<file path="src/rtl/fp_unit_issuer.sv">
`default_nettype none
// ============================================================================
//  Module   : fp_unit_issuer
//  Purpose  : Initiator-side engine for the FP units' stb/ack handshake.
//             Buffers single-precision operands in a small FIFO, issues them
//             one at a time to a single-operand FP unit (input_a port),
//             collects each result (output_z port) and presents it on a
//             valid/ready response port.
//  Ports    : clk, rst            - clock, async active-high reset
//             req_data/valid/ready - operand push port (producer side)
//             unit_a/_stb/_ack     - to/from the unit's input_a handshake
//             unit_z/_stb/_ack     - from/to the unit's output_z handshake
//             rsp_data/valid/ready - result port (consumer side)
//             busy                 - any work queued, in flight or held
//             timeout              - sticky watchdog flag
//  Options  : FP_ISSUER_TIMEOUT_EN - enables the watchdog; otherwise timeout=0
//  Revision : 1.0 - initial release
// ============================================================================
module fp_unit_issuer #(
    parameter int DEPTH   = 4,
    parameter int TIMEOUT = 1023
) (
    input  logic        clk,
    input  logic        rst,
    input  logic [31:0] req_data,
    input  logic        req_valid,
    output logic        req_ready,
    output logic [31:0] unit_a,
    output logic        unit_a_stb,
    input  logic        unit_a_ack,
    input  logic [31:0] unit_z,
    input  logic        unit_z_stb,
    output logic        unit_z_ack,
    output logic [31:0] rsp_data,
    output logic        rsp_valid,
    input  logic        rsp_ready,
    output logic        busy,
    output logic        timeout
);

    localparam int                 c_ADDR_W = $clog2(DEPTH);
    localparam int                 c_CNT_W  = c_ADDR_W + 1;
    localparam logic [c_CNT_W-1:0] c_FULL   = c_CNT_W'(DEPTH);

    typedef enum logic [1:0] {
        IDLE   = 2'd0,
        ISSUE  = 2'd1,
        WAIT_Z = 2'd2
    } state_t;

    state_t                r_state;
    state_t                w_state_nxt;
    logic [31:0]           r_mem [DEPTH];
    logic [c_ADDR_W-1:0]   r_wr_ptr;
    logic [c_ADDR_W-1:0]   r_rd_ptr;
    logic [c_CNT_W-1:0]    r_count;
    logic [31:0]           r_rsp_data;
    logic                  r_rsp_valid;
    logic                  w_push;
    logic                  w_pop;
    logic                  w_capture;

    // Handshake strobes come only from registered state so the unit never
    // sees a combinational path from its own outputs back to its inputs.
    assign req_ready  = (r_count != c_FULL);
    assign w_push     = req_valid && req_ready;
    assign unit_a_stb = (r_state == ISSUE);
    assign unit_z_ack = (r_state == WAIT_Z) && !r_rsp_valid;
    assign w_pop      = unit_a_stb && unit_a_ack;
    assign w_capture  = unit_z_stb && unit_z_ack;
    assign unit_a     = unit_a_stb ? r_mem[r_rd_ptr] : 32'h0;
    assign rsp_data   = r_rsp_data;
    assign rsp_valid  = r_rsp_valid;
    assign busy       = (r_state != IDLE) || (r_count != '0) || r_rsp_valid;

    // Storage array carries no reset; validity is tracked by the count.
    always_ff @(posedge clk) begin
        if (w_push) begin
            r_mem[r_wr_ptr] <= req_data;
        end
    end

    // Pointers wrap naturally because DEPTH is a power of two.
    always_ff @(posedge clk or posedge rst) begin
        if (rst) begin
            r_wr_ptr <= '0;
            r_rd_ptr <= '0;
            r_count  <= '0;
        end else begin
            if (w_push) r_wr_ptr <= r_wr_ptr + 1'b1;
            if (w_pop)  r_rd_ptr <= r_rd_ptr + 1'b1;
            case ({w_push, w_pop})
                2'b10:   r_count <= r_count + 1'b1;
                2'b01:   r_count <= r_count - 1'b1;
                default: r_count <= r_count;
            endcase
        end
    end

    always_ff @(posedge clk or posedge rst) begin
        if (rst) begin
            r_state <= IDLE;
        end else begin
            r_state <= w_state_nxt;
        end
    end

    // The operand in flight was popped at issue time, so r_count in WAIT_Z
    // already reflects what is left to send.
    always_comb begin
        w_state_nxt = r_state;
        case (r_state)
            IDLE:    if (r_count != '0) w_state_nxt = ISSUE;
            ISSUE:   if (w_pop)         w_state_nxt = WAIT_Z;
            WAIT_Z:  if (w_capture)     w_state_nxt = (r_count != '0) ? ISSUE : IDLE;
            default: w_state_nxt = IDLE;
        endcase
    end

    // Capture and drain never coincide: unit_z_ack is low while the slot is full.
    always_ff @(posedge clk or posedge rst) begin
        if (rst) begin
            r_rsp_data  <= 32'h0;
            r_rsp_valid <= 1'b0;
        end else if (w_capture) begin
            r_rsp_data  <= unit_z;
            r_rsp_valid <= 1'b1;
        end else if (r_rsp_valid && rsp_ready) begin
            r_rsp_valid <= 1'b0;
        end
    end

`ifdef FP_ISSUER_TIMEOUT_EN
    localparam int                c_WD_W     = $clog2(TIMEOUT + 1);
    localparam logic [c_WD_W-1:0] c_WD_LIMIT = c_WD_W'(TIMEOUT);

    logic [c_WD_W-1:0] r_wd_cnt;
    logic [c_WD_W-1:0] w_wd_inc;
    logic              r_timeout;

    assign w_wd_inc = r_wd_cnt + 1'b1;
    assign timeout  = r_timeout;

    // Counter saturates at the limit; the flag is raised on the same edge
    // the count reaches it and is only cleared by reset.
    always_ff @(posedge clk or posedge rst) begin
        if (rst) begin
            r_wd_cnt  <= '0;
            r_timeout <= 1'b0;
        end else if (w_state_nxt != r_state) begin
            r_wd_cnt <= '0;
        end else if ((r_state != IDLE) && (r_wd_cnt != c_WD_LIMIT)) begin
            r_wd_cnt <= w_wd_inc;
            if (w_wd_inc == c_WD_LIMIT) r_timeout <= 1'b1;
        end
    end
`else
    logic w_unused_timeout;
    assign w_unused_timeout = (TIMEOUT != 0);
    assign timeout          = 1'b0;
`endif

endmodule
`default_nettype wire

</file>
<file path="config.mk">
export PLATFORM = sky130hd
export DESIGN_NAME = fp_unit_issuer
export DESIGN_NICKNAME = d
export VERILOG_FILES = /design/src/rtl/fp_unit_issuer.sv
export SDC_FILE = /design/constraint.sdc
export NUM_CORES = 1
export LEC_CHECK = 0
export CAP_MARGIN = 10
export CORE_UTILIZATION = 45
export DETAILED_ROUTE_END_ITERATION = 10
export PLACE_DENSITY = 0.72
export SYNTH_ARGS = -nofsm -noshare
export SYNTH_HDL_FRONTEND = slang
export SYNTH_SLANG_ARGS = --single-unit
</file>
<file path="constraint.sdc">
create_clock -name clk -period 2.7 [get_ports clk]
set_clock_uncertainty 0.1 [all_clocks]
set_input_delay 0.54 -clock clk [delete_from_list [all_inputs] [get_ports clk]]
set_output_delay 0.54 -clock clk [all_outputs]
set_load 0.1 [all_outputs]
</file>
==> results.md <==
* Placer's final routability congestion estimate at 0.710
* Via count at 3443
* Syn Nets at 400
* Yosys Warn Count at 0
* Largest net degree at the start of global routing at 43
* Crit path max-delay family: flip-flops
* Initial DRT Pass Iterations at 4
* Clock Tree Buf Depth at 2
* 1st-iter DRT viols at 168
* Post-CTS setup buffer count at 0
* Fraction of registers with async set/reset at 24.7%
* Root buf cell: clkbuf_16
* Final Net Count at 552
* Initial antenna violation count at 0
* Unique masters post-synth at 30
* Final min period at ~2600 ps
* Critical Path Start Type: flip-flop
* Worst-path clk slew at 60 ps
* Post-route DRC violation count at 0
* Mapped Cells at around 320
* Worst path buffer plus inverter count at 2
* Core Area at 14500 µm²
* Post-synth EDFFs at 128
* Die Ht at 124 µm
* Hold Slack at 394 ps
* Number of global-route vias before repair at 3807
* Clock sink total at between 150 and 200
* Syn avg cell area at approximately 21 µm²
* Actual slew at the worst max-slew pin at 525 ps
* Final core utilization at 63.5%
* Layout overhead on the synthesized area at 38.3%
* Max Cap Viol at 0
* FMAX at 385 MHz
* Area of the multi-input gates at 1610 µm²
* CP arrival at 1960 ps
* DPL Wire Length at 7.89 mm
* Clock Latency Late Sink at 420 ps
* Sequential cell area fraction in the yosys report at 73.6%
* Synth Register Bits at 170
* Global-route wire length before repair at between 15 and 20 mm
* ANT nets after route at 0
* WL/cell at 18.3 µm
* Layout cells sized above 1 at 37.8%
* CTS buffer count at 17
* Final hold viol count at 0
* Design area at 9200 µm²
* TritonCTS clock tree: done
* RSZ-0062 raised after global routing: false
* Setup-failing EPs final at 0
* Max incr delay on CP at 590 ps
* Die area at 15300 µm²
* Worst Path Required at 2060 ps
* Row cnt at 44
* Filler instances at 1016
* Yosys top cell by area: edfxtp_1
* Hold Path Class: reg2reg
* Die width at 124 µm
* Total grt overflow at 0
* Top_reg_cell synth: edfxtp_1
* Register Area at slightly below 5000 µm²
* Critical path, cell by cell: buf_4, mux4_2, and2_1, buf_12
* IO Count at 140
* Tcrit/Tclk final at a little over nine tenths
* H-tree Lvls at 4
* Synth area leaders: edfxtp_1 (58%), dfrtp_1 (16%), mux4_2 (11%), mux2_2 (4.6%), and2_1 (3.0%)
* Drt total wl at approximately 12 mm
* Max Slew Vio Count at 0
* IO Port Bufs at approximately 140
* CP max FO at 13
* DR vias/cell at 5.12
* Synth Cell Area at 6650 µm²
* Initial Utilization at 45.9%
* Slowest CP cell: dfrtp_2
* Setup TNS at 0 ps
* Number of diodes at 0
* Placed cell area at 8570 µm²
* Hold-fix buffers, CTS at 0
* All-Layer GR Usage at between 10% and 20%
* Slew margin rel. at 65.0%
* CP endpoint kind: primary output
* Outcome: complete, no violations
* Top cell type's share of synthesized area at between 50% and 60%
* Worst Setup Path Type: reg2out
## layout make-up
cell class | count | share of cell area [%]
sequential | 170 | 53.2
inverter | 6 | 0.245
clock inverter | 15 | 2.19
tap | 184 | 2.50
timing repair buffer | 149 | 19.7
multi-input combinational | 132 | 17.5
clock buffer | 17 | 4.63
## cell usage after synthesis (2+ instances only)
cell type  count
xnor2_1        5
nor3_1         2
edfxtp_1     128
buf_6          8
mux4_2        32
ha_1           5
buf_2          3
mux2_4         7
mux2_2        27
nand2_1        2
clkbuf_1       4
nor2_1         3
dfrtp_1       42
and3_2         4
and2_1        32
inv_1          6
## state kept, by name (all words and copies together) (netlist names)
register	cells
r_rd_ptr	2
r_wr_ptr	2
rsp_valid	1
r_count	3
r_mem	128
rsp_data	32
r_state	2
## cells by family after synthesis
logic type | synth area share [%]
xor+xnor | 0.790
compound gates | 0.320
fa+ha+maj | 1.24
flops | 73.6
mux | 17.0
simple gates | 4.78
other cells | 0.0564
buf+inv | 2.26
## routing by layer
layer | global-route usage [%] | share of wire (%) | vias up
met5 | 0 | 0 | -
met4 | 6.93 | 1.4 | 0
met3 | 7.05 | 7.9 | 14
met2 | 28.5 | 49 | 138
met1 | 21.8 | 42 | 1736
li1 | - | - | 1555
## stage by stage
step                      cells  worst slack, ps
after floorplan             324            -57.0
after global placement      641              242
after detailed placement    641              222
after CTS                   673             10.0
after global routing        673             20.8
final                       673             99.7
## cells in the final DEF, fill, tap and decap left out, types with 2 or more instances in the layout
| cell type | Yosys | final |
|---|---|---|
| and2_1 | 32 | 32 |
| and3_2 | 4 | 4 |
| buf_12 | 0 | 41 |
| buf_4 | 1 | 38 |
| bufinv_16 | 0 | 4 |
| clkbuf_16 | 0 | 17 |
| clkdlybuf4s50_1 | 0 | 69 |
| clkinv_1 | 0 | 2 |
| clkinv_4 | 0 | 5 |
| clkinvlp_4 | 0 | 4 |
| dfrtp_1 | 42 | 40 |
| dfrtp_2 | 0 | 2 |
| edfxtp_1 | 128 | 128 |
| ha_1 | 5 | 5 |
| inv_1 | 6 | 6 |
| mux2_2 | 27 | 27 |
| mux2_4 | 7 | 7 |
| mux4_2 | 32 | 32 |
| nand2_1 | 2 | 2 |
| nor2_1 | 3 | 3 |
| nor3_1 | 2 | 2 |
| xnor2_1 | 5 | 5 |
## final timing paths
kind	from	endpoint	slack (ps)	cells past startpoint
max	r_rd_ptr[1]$_DFFE_PP0P_	unit_a[28]	100	4
min	r_count[2]$_DFFE_PP0P_	r_count[2]$_DFFE_PP0P_	390	1
max reg2reg	r_count[0]$_DFFE_PP0P_	r_count[1]$_DFFE_PP0P_	470	6
min reg2reg	r_count[2]$_DFFE_PP0P_	r_count[2]$_DFFE_PP0P_	390	1
max in group asynchronous	rst	r_rd_ptr[0]$_DFFE_PP0P_	1660	3
min in group asynchronous	rst	rsp_data[24]$_DFFE_PP0P_	460	3
## repair_timing
item,CTS,global route
endpoints found under the hold margin,0,0
endpoints found under the setup margin,0,6
gates resized for setup,0,1
Power is not shown: default switching activity piles up to over one toggle a cycle in this logic, so the estimate is an artifact.
